[src/rtl/keypad_nav_encoder.sv]
// Five-button keypad navigator: debounced buttons move a cursor over a ROWS x COLS
// virtual keypad with direction auto-repeat; the centre button emits the key under the cursor.
//
// state    | meaning
// R_IDLE   | no direction being repeated
// R_DELAY  | latched direction held, waiting REPEAT_DELAY before first repeat
// R_REPEAT | latched direction still held, repeating every REPEAT_RATE cycles
module keypad_nav_encoder #(
   parameter int ROWS            = 4,
   parameter int COLS            = 5,
   parameter int DEBOUNCE_CYCLES = 100000,
   parameter int REPEAT_DELAY    = 50000000,
   parameter int REPEAT_RATE     = 10000000
) (
   input  logic       clk,
   input  logic       reset,
   input  logic       btnU,
   input  logic       btnD,
   input  logic       btnL,
   input  logic       btnR,
   input  logic       btnC,
   output logic [4:0] key_code,
   output logic       key_valid,
   output logic [2:0] cursor_row,
   output logic [2:0] cursor_col
);

   localparam int DW      = (DEBOUNCE_CYCLES > 2) ? $clog2(DEBOUNCE_CYCLES) : 1;
   localparam int RPT_MAX = (REPEAT_DELAY > REPEAT_RATE) ? REPEAT_DELAY : REPEAT_RATE;
   localparam int RW      = (RPT_MAX > 2) ? $clog2(RPT_MAX) : 1;

   localparam logic [DW-1:0] DEB_LAST   = DW'(DEBOUNCE_CYCLES - 1);
   localparam logic [RW-1:0] DELAY_LAST = RW'(REPEAT_DELAY - 1);
   localparam logic [RW-1:0] RATE_LAST  = RW'(REPEAT_RATE - 1);
   localparam logic [2:0]    ROW_LAST   = 3'(ROWS - 1);
   localparam logic [2:0]    COL_LAST   = 3'(COLS - 1);
   localparam logic [4:0]    COLS_W     = 5'(COLS);

   typedef enum logic [1:0] {R_IDLE, R_DELAY, R_REPEAT} rpt_state_t;

   // bit order: 0=U 1=D 2=L 3=R 4=C
   logic [4:0] raw;
   logic [4:0] s1_q, s1_d, s2_q, s2_d;
   logic [4:0] lvl_q, lvl_d, lvl_dly_q, lvl_dly_d, press_q, press_d;
   logic [DW-1:0] cnt_q [5];
   logic [DW-1:0] cnt_d [5];

   rpt_state_t    state_q, state_d;
   logic [1:0]    dir_q, dir_d;
   logic [RW-1:0] rcnt_q, rcnt_d;
   logic [3:0]    syn, evt;
   logic          dir_held;

   logic [2:0] row_q, row_d, col_q, col_d;
   logic [4:0] key_code_q, key_code_d;
   logic       key_valid_q, key_valid_d;

   assign raw = {btnC, btnR, btnL, btnD, btnU};

   always_comb begin
      s1_d      = raw;
      s2_d      = s1_q;
      lvl_d     = lvl_q;
      lvl_dly_d = lvl_q;
      press_d   = lvl_q & ~lvl_dly_q;
      for (int i = 0; i < 5; i++) begin
         cnt_d[i] = cnt_q[i];
         if (s2_q[i] == lvl_q[i]) begin
            cnt_d[i] = '0;
         end else if (cnt_q[i] == DEB_LAST) begin
            lvl_d[i] = ~lvl_q[i];
            cnt_d[i] = '0;
         end else begin
            cnt_d[i] = cnt_q[i] + DW'(1);
         end
      end
   end

   // A synthetic event is produced even when a new press arrives the same cycle,
   // so an opposite-direction press can cancel it in the cursor logic.
   always_comb begin
      state_d  = state_q;
      dir_d    = dir_q;
      rcnt_d   = rcnt_q;
      syn      = '0;
      dir_held = lvl_q[dir_q];
      case (state_q)
         R_DELAY: begin
            if (rcnt_q == DELAY_LAST) begin
               syn[dir_q] = 1'b1;
               state_d    = R_REPEAT;
               rcnt_d     = '0;
            end else begin
               rcnt_d = rcnt_q + RW'(1);
            end
         end
         R_REPEAT: begin
            if (rcnt_q == RATE_LAST) begin
               syn[dir_q] = 1'b1;
               rcnt_d     = '0;
            end else begin
               rcnt_d = rcnt_q + RW'(1);
            end
         end
         default: ;
      endcase
      if (!dir_held) begin
         state_d = R_IDLE;
         rcnt_d  = '0;
         syn     = '0;
      end
      if (|press_q[3:0]) begin
         state_d = R_DELAY;
         rcnt_d  = '0;
         if (press_q[0])      dir_d = 2'd0;
         else if (press_q[1]) dir_d = 2'd1;
         else if (press_q[2]) dir_d = 2'd2;
         else                 dir_d = 2'd3;
      end
   end

   always_comb begin
      evt   = press_q[3:0] | syn;
      row_d = row_q;
      col_d = col_q;
      if (evt[0] && !evt[1])      row_d = (row_q == 3'd0) ? ROW_LAST : row_q - 3'd1;
      else if (evt[1] && !evt[0]) row_d = (row_q == ROW_LAST) ? 3'd0 : row_q + 3'd1;
      if (evt[2] && !evt[3])      col_d = (col_q == 3'd0) ? COL_LAST : col_q - 3'd1;
      else if (evt[3] && !evt[2]) col_d = (col_q == COL_LAST) ? 3'd0 : col_q + 3'd1;
      key_valid_d = press_q[4];
      key_code_d  = key_code_q;
      if (press_q[4]) key_code_d = 5'(row_q) * COLS_W + 5'(col_q);
   end

   always_ff @(posedge clk) begin
      if (!reset) begin
         s1_q        <= '0;
         s2_q        <= '0;
         lvl_q       <= '0;
         lvl_dly_q   <= '0;
         press_q     <= '0;
         for (int i = 0; i < 5; i++) cnt_q[i] <= '0;
         state_q     <= R_IDLE;
         dir_q       <= '0;
         rcnt_q      <= '0;
         row_q       <= '0;
         col_q       <= '0;
         key_code_q  <= '0;
         key_valid_q <= 1'b0;
      end else begin
         s1_q        <= s1_d;
         s2_q        <= s2_d;
         lvl_q       <= lvl_d;
         lvl_dly_q   <= lvl_dly_d;
         press_q     <= press_d;
         for (int i = 0; i < 5; i++) cnt_q[i] <= cnt_d[i];
         state_q     <= state_d;
         dir_q       <= dir_d;
         rcnt_q      <= rcnt_d;
         row_q       <= row_d;
         col_q       <= col_d;
         key_code_q  <= key_code_d;
         key_valid_q <= key_valid_d;
      end
   end

   assign key_code   = key_code_q;
   assign key_valid  = key_valid_q;
   assign cursor_row = row_q;
   assign cursor_col = col_q;

endmodule
[config.mk]
export PLATFORM = sky130hd
export DESIGN_NAME = keypad_nav_encoder
export DESIGN_NICKNAME = d
export VERILOG_FILES = /design/src/rtl/keypad_nav_encoder.sv
export SDC_FILE = /design/constraint.sdc
export NUM_CORES = 1
export LEC_CHECK = 0
export ABC_AREA = 1
export ABC_CLOCK_PERIOD_IN_PS = 1930
export CORE_ASPECT_RATIO = 1.75
export CORE_MARGIN = 3
export CORE_UTILIZATION = 40
export DETAILED_ROUTE_END_ITERATION = 7
export DONT_BUFFER_PORTS = 1
export GPL_ROUTABILITY_DRIVEN = 0
export GPL_TIMING_DRIVEN = 0
export PLACE_DENSITY = 0.57
export SETUP_SLACK_MARGIN = 0.05
export SLEW_MARGIN = 40
export SYNTH_ARGS = -nofsm -noshare
export SYNTH_HDL_FRONTEND = slang
export SYNTH_SLANG_ARGS = --single-unit
[constraint.sdc]
create_clock -name clk -period 1.93 [get_ports clk]
set_input_delay 0.386 -clock clk [delete_from_list [all_inputs] [get_ports clk]]
set_output_delay 0.386 -clock clk [all_outputs]
set_load 0.005 [all_outputs]
==> reports/metrics.cfg, run 1 <==
[status]
run_status=complete, no violations

[die]
core-area_um2=18700
die_h_um=189
die_w_um=111
initial_core_util_pct=41.0
die-area_um2=21000
rows=66
io_pins=19

[synthesis]
synth_top_area_share_pct=39.6
syn_avg_cell_area_um2=6.94
ys_seq_elements=152
ys_warn_count=0
synth.distinct_cells=42
yosysSeqAreaShare_pct=39.6
syn_inst=1106
synth-edff-count=0
netlist_area_um2=7680
synthFlopType=dfxtp_1
synth_fp_nets=1139
yosysTopAreaCell=dfxtp_1
synthArstFlopShare_pct=0
ys_top_cells_by_area=dfxtp_1 (40%), nand2_1 (11%), nor2_1 (9.7%)

[finish]
area_delta_synth_final_pct=17.8
layout_common_cells=nand2_1 (211), nor2_1 (185), inv_1 (154)
layout_commonest_cell=nand2_1
nets=1176
drive_gt1_share_pct=15.1
stdcell_count=1394
diodes=0

[worst_setup_path]
r2r_start=rcnt_q[17]$_SDFFE_PP0N_
required_ns=2.26
cp-start-kind=flip-flop
r2r-end=cursor_row[2]$_SDFFE_PN0P_
cp.arrival_ns=2.26
end_kind=flip-flop
reg2reg_depth=11
cp_max_fo=5
rrSetupSlack_ns=0.004
worstSetupPathType=reg -> reg

[sta]
clock.fmax_mhz=519
fin_crit_sh_pct=99.8
slew_headroom_pct=68.1
setup_tns_ns=0
finalHoldViolations=0
worst_pin_slew_ns=0.475
rsz0062_at_grt=true
drv_slew=0
layout_min_cycle_time_ns=1.93
setup_violations=0
skew_ns=0.00484

[pwr]
peakVddDrop_mv=0.580
netSwitchingPower_mw=1.38
power_frac_comb_pct=0.9
seqPwrFrac_pct=45.8
leakagePower_nw=3.45
power.share.clock_pct=53.3
power_mw=6.87
power_density_nw_per_um2=760
intPower_mw=5.49
power.share.switching_pct=20.1

[global_routing]
grt_pass1_wl_um=29500
grt_usage_pct=17.1
grt_pass1_vias=6592
antenna_found_initial=0
grt_max_degree=17
grt-ovfl-total=0

[placed_design]
dp_hpwl_um=13100
dp_cells=1344
portBuffers=0

[route]
drt_iter0_markers=262
vias_per_cell=4.85
num_vias=6761
drc=0
wl_per_cell_um=12.4
antenna_left=0
first_pass_iters=5
drt-total-wl_um=17300

[min_path]
whs_endpoint=s1_q[4]$_SDFF_PN0_
hold_depth=2
hold_class=in -> reg
min-delay-start=btnC

[clocking]
clk_latency_ns=0.42
numCtsBuffers=17
cts-hold-fix-buffers=0
clock-sinks=152
clk_pin_slew_ns=0.06
cts-root-buf=clkbuf_16
cts_tree=built
htreeDepth=4
ctsLongestPathBuffers=2

[flow_run]
maxCapViolations=0

[state kept, by name, indices dropped and copies added, names as in the netlist, 5 cells and up]
name       cells
s2_q           5
press_q        5
lvl_dly_q      5
cnt_q         85
key_code       5
s1_q           5
lvl_dly_d      5
rcnt_q        26
[per-layer routing]
metal	vias to the layer above	global-route usage, %	part of all wire, %
met5	-	0	0
met4	0	8.16	3.4
met3	40	3.65	2.7
met2	87	33.4	55
met1	3050	16.7	38
li1	3584	-	-
[layout make-up]
| cell class | count | area [um2] |
|---|---|---|
| tap | 238 | 298 |
| clock buffer | 20 | 447 |
| fill | 1874 | 9700 |
| buffer | 13 | 97.6 |
| multi-input combinational | 777 | 4170 |
| sequential | 152 | 3080 |
| inverter | 164 | 626 |
| timing repair buffer | 18 | 135 |
| clock inverter | 12 | 198 |
[power by group through the flow]
stage / Clock [mW] / Combinational, mW / Sequential [mW]
after floorplan: 0 / 0.0413 / 3.22
after global placement: 0 / 0.0580 / 3.23
after detailed placement: 0 / 0.0590 / 3.23
after CTS: 3.77 / 0.0595 / 3.15
after global routing: 3.89 / 0.0716 / 3.15
final: 3.66 / 0.0615 / 3.15
[cells by family (layout without fill, tap and decap cells)]
logic type / after synthesis / in the layout / share of synthesized area (%)
buffers and inverters: 177 / 227 / 9.16
muxes: 1 / 1 / 0.130
adders and majority gates: 26 / 26 / 4.33
and+or+nand+nor: 608 / 608 / 35.0
AOI/OAI and AO/OA: 99 / 99 / 6.86
DFF: 152 / 152 / 39.6
xor gates and xnor gates: 43 / 43 / 4.90
[how the worst max path moves through the flow]
stage                       startpoint                    endpoint  cells after the start
3_5_place_dp   rcnt_q[12]$_SDFFE_PP0N_  cursor_col[1]$_SDFFE_PN0P_                     13
4_1_cts         rcnt_q[1]$_SDFFE_PP0N_  cursor_row[2]$_SDFFE_PN0P_                     12
5_1_grt        state_q[0]$_SDFFE_PN0P_  cursor_row[2]$_SDFFE_PN0P_                     12
2_1_floorplan  state_q[0]$_SDFFE_PN0P_  cursor_row[2]$_SDFFE_PN0P_                     10
6_report       rcnt_q[17]$_SDFFE_PP0N_  cursor_row[2]$_SDFFE_PN0P_                     11
3_3_place_gp   rcnt_q[12]$_SDFFE_PP0N_  cursor_col[1]$_SDFFE_PN0P_                     13
[synth_stat cells (2+ instances only)]
cell and n:
a21oi_1 51, a221oi_1 3, a31oi_1 4, and2_1 2, and3_1 4, buf_2 5, buf_4 4, clkbuf_1 2
dfxtp_1 152, ha_1 25, inv_1 161, inv_2 3, nand2_1 219, nand2_2 8, nand3_1 68, nand4_1 30
nor2_1 198, nor2_2 14, nor2_4 6, nor3_1 42, nor3_2 2, nor3b_1 2, nor4_1 2, o21ai_0 34
or2_2 7, xnor2_1 8, xor2_1 35
[stage by stage]
step | setup slack [ns] | area, um2 | utilization [%] | hold WS, ns
6_report | 0.00378 | 9050 | 48.3 | 0.0632
4_1_cts | -0.0276 | 8850 | 47.2 | 0.0400
2_1_floorplan | 0.0554 | 7720 | - | 0.368
3_5_place_dp | -0.220 | 8020 | 42.8 | 0.372
5_1_grt | -0.101 | 9050 | 48.3 | 0.0470
3_3_place_gp | -0.229 | 8020 | 42.8 | 0.371
[worst max-delay path: stages, from the launching register on]
cell	delay (ns)
dfxtp_1	0.45
nand2_1	0.08
nor2_1	0.10
nand2_1	0.06
nor2_2	0.14
nand3_2	0.11
nand2_2	0.11
nand3_2	0.08
nand2_2	0.08
ha_4	0.21
nand3b_1	0.16
a221oi_2	0.24
[repair_timing]
| item | in CTS | in global routing |
|---|---|---|
| buffers inserted | 10 | 8 |
| endpoints found under the setup margin | 27 | 64 |
| pin swaps | 14 | 25 |
| resized for setup | 42 | 49 |
(Power assumes the default switching activity.)
==> run 2, diff against run 1 <==
--- a/config.mk
+++ b/config.mk
@@ -15,7 +15,6 @@
 export GPL_ROUTABILITY_DRIVEN = 0
 export GPL_TIMING_DRIVEN = 0
 export PLACE_DENSITY = 0.57
-export SETUP_SLACK_MARGIN = 0.05
 export SLEW_MARGIN = 40
 export SYNTH_ARGS = -nofsm -noshare
 export SYNTH_HDL_FRONTEND = slang
==> run 2 against run 1 <==
Net effect: hold slack got worse by 0.0063 ns; final area decreased by 1.2%; sequential share of layout area increased by 0.46 points; via count decreased by 0.50%; cell count decreased by 0.14%; highest routed layer unchanged.
==> reports/metrics.cfg, run 2 (synthesis results as in run 1) <==
[clocking]
clock-sinks=152  ; unchanged
cts-hold-fix-buffers=0  ; unchanged
cts-root-buf=clkbuf_16  ; unchanged
clk_latency_ns=0.43  ; was 0.42 ns
clk_pin_slew_ns=0.06  ; about the same
htreeDepth=4  ; unchanged
numCtsBuffers=17  ; unchanged
ctsLongestPathBuffers=2  ; unchanged
cts_tree=built  ; unchanged

[finish]
multi_input_area_um2=4130  ; was 4170 um2
nets=1174  ; was 1176
nFillCells=1882  ; was 1874
area_delta_synth_final_pct=16.4  ; was 17.8%
stdcell_count=1392  ; was 1394
top_regs=cnt_q: 85 flops, rcnt_q: 26 flops  ; unchanged
layout_commonest_cell=nand2_1  ; unchanged
layout_common_cells=nand2_1 (215), nor2_1 (186), inv_1 (157)  ; was nand2_1 (211), nor2_1 (185), inv_1 (154)
seq_area_um2=3090  ; was 3080 um2
largest_reg_flops=85  ; unchanged
regMostFlops=cnt_q  ; unchanged
drive_gt1_share_pct=14.0  ; was 15.1%
fin_util_pct=47.7  ; was 48.3%

[sta]
rsz0062_at_grt=true  ; unchanged
drv_slew=0  ; unchanged
slew_headroom_pct=63.6  ; was 68.1%
clock.fmax_mhz=519  ; about the same
setup_violations=0  ; unchanged
worst_pin_slew_ns=0.546  ; was 0.475 ns
layout_min_cycle_time_ns=1.93  ; about the same
skew_ns=0.00812  ; was 0.00484 ns
finalHoldViolations=0  ; unchanged
fin_crit_sh_pct=99.7  ; was 99.8%

[worst_setup_path]
end_kind=flip-flop  ; unchanged
required_ns=2.26  ; about the same
r2r_start=rcnt_q[12]$_SDFFE_PP0N_  ; was rcnt_q[17]$_SDFFE_PP0N_
r2r-end=cursor_row[2]$_SDFFE_PN0P_  ; unchanged
crit_chain=nand2_2, nor2_4, nand2_1, nor2_4, nand3_2, nand2_2, nand3_2, nand2_2, ha_4, nand3b_1, a221oi_2  ; was nand2_1, nor2_1, nand2_1, nor2_2, nand3_2, nand2_2, nand3_2, nand2_2, ha_4, nand3b_1, a221oi_2
critPathCapture=cursor_row[2]$_SDFFE_PN0P_  ; unchanged
rrSetupSlack_ns=0.005  ; was 0.004 ns
slowest_delay_ns=0.38  ; was 0.45 ns
reg2reg_depth=11  ; unchanged
cpMostUsedCell=nand2_2
worstSetupPathType=reg -> reg  ; unchanged
cp.arrival_ns=2.26  ; about the same
cp_max_fo=6  ; was 5
crit_path_start=rcnt_q[12]$_SDFFE_PP0N_  ; was rcnt_q[17]$_SDFFE_PP0N_
crit_path_top_delay_cell=dfxtp_4  ; was dfxtp_1
cp-start-kind=flip-flop  ; unchanged

[die]
rows=66  ; unchanged
initial_core_util_pct=41.0  ; unchanged
core-area_um2=18700  ; unchanged
die_h_um=189  ; unchanged
die-area_um2=21000  ; unchanged
io_pins=19  ; unchanged
die_w_um=111  ; unchanged

[route]
wl_per_cell_um=12.3  ; was 12.4 um
first_pass_iters=4  ; was 5
drt_iter0_markers=256  ; was 262
drt-total-wl_um=17100  ; was 17300 um
vias_per_cell=4.83  ; was 4.85
drc=0  ; unchanged
antenna_left=0  ; unchanged
num_vias=6727  ; was 6761

[global_routing]
grt_max_degree=17  ; unchanged
grt_usage_pct=16.7  ; was 17.1%
grt_pass1_wl_um=28700  ; was 29500 um
antenna_found_initial=1  ; was 0
grt-ovfl-total=0  ; unchanged
grt_pass1_vias=6463  ; was 6592

[pwr]
power_density_nw_per_um2=734  ; was 760 nW/um2
seqPwrFrac_pct=48.0  ; was 45.8%
peakVddDrop_mv=0.654  ; was 0.580 mV
power.share.clock_pct=51.1  ; was 53.3%
netSwitchingPower_mw=1.31  ; was 1.38 mW
power.share.switching_pct=20.0  ; was 20.1%
intPower_mw=5.25  ; was 5.49 mW
leakagePower_nw=3.39  ; was 3.45 nW
power_frac_comb_pct=0.9  ; about the same

[min_path]
hold_depth=2  ; unchanged
hold_class=in -> reg  ; unchanged

[placed_design]
dp_cells=1344  ; unchanged
dp_hpwl_um=13100  ; about the same
portBuffers=0  ; unchanged

[flow_run]
maxCapViolations=0  ; unchanged

[status]
run_status=complete, no violations  ; unchanged

-- run 2: worst max-delay path: cells and delay by family (launching register included) --
| family | cells | cell delay, ns |
|---|---|---|
| DFF | 1 | 0.38 |
| adders and majority gates | 1 | 0.20 |
| AOI/OAI and AO/OA | 1 | 0.27 |
| and+or+nand+nor | 9 | 0.99 |
-- run 2: final cells by class --
cell class / instances / area share [%]
diodes: 1 / 0.0280
plain buffers: 13 / 1.05
clock buffers: 23 / 5.23
clock inverters: 8 / 1.36
inverters: 164 / 6.97
multi-input cells: 777 / 46.2
flip-flops and latches: 152 / 34.5
well taps: 238 / 3.33
repair buffers: 16 / 1.34
-- run 2: how the worst min path moves through the flow --
stage / endpoint / startpoint / slack, ns
5_1_grt: s1_q[3]$_SDFF_PN0_ / btnR / 0.05
2_1_floorplan: press_q[4]$_SDFF_PN0_ / lvl_dly_q[4]$_SDFF_PN0_ / 0.37
3_5_place_dp: press_q[3]$_SDFF_PN0_ / lvl_dly_q[3]$_SDFF_PN0_ / 0.38
3_3_place_gp: press_q[3]$_SDFF_PN0_ / lvl_dly_q[3]$_SDFF_PN0_ / 0.37
6_report: s1_q[4]$_SDFF_PN0_ / btnC / 0.06
4_1_cts: s1_q[4]$_SDFF_PN0_ / btnC / 0.04
-- run 2: what timing repair did --
action | 4_1_cts | 5_1_grt
setup buffers | 8 | 8
resized for setup | 31 | 52
cloned | 0 | 0
pin swaps | 10 | 18
setup endpoints to repair | 20 | 51
-- run 2: per-stage QoR --
stage | area, um2 | power (mW) | TNS, ns | hold slack, ns | setup WS (ns)
2_1_floorplan | 7700 | 3.27 | 0 | 0.368 | 0.00309
3_3_place_gp | 8000 | 3.29 | -1.35 | 0.371 | -0.283
3_5_place_dp | 8000 | 3.29 | -1.52 | 0.377 | -0.254
4_1_cts | 8730 | 6.66 | -0.126 | 0.0393 | -0.0595
5_1_grt | 8940 | 6.78 | -0.441 | 0.0486 | -0.140
6_report | 8940 | 6.56 | 0 | 0.0569 | 0.00486
-- run 2: routing by layer --
layer	global-route usage, %	vias up	part of all wire [%]
met5	0	-	0
met4	8.11	0	3.6
met3	3.71	39	2.5
met2	33.2	72	55
met1	15.7	3036	39
li1	-	3580	-
-- run 2: power by group through the flow --
stage	sequential (mW)	combinational (mW)	clock (mW)
4_1_cts	3.16	0.0597	3.44
5_1_grt	3.15	0.0678	3.56
6_report	3.15	0.0578	3.35
3_3_place_gp	3.23	0.0583	0
3_5_place_dp	3.23	0.0592	0
2_1_floorplan	3.23	0.0413	0
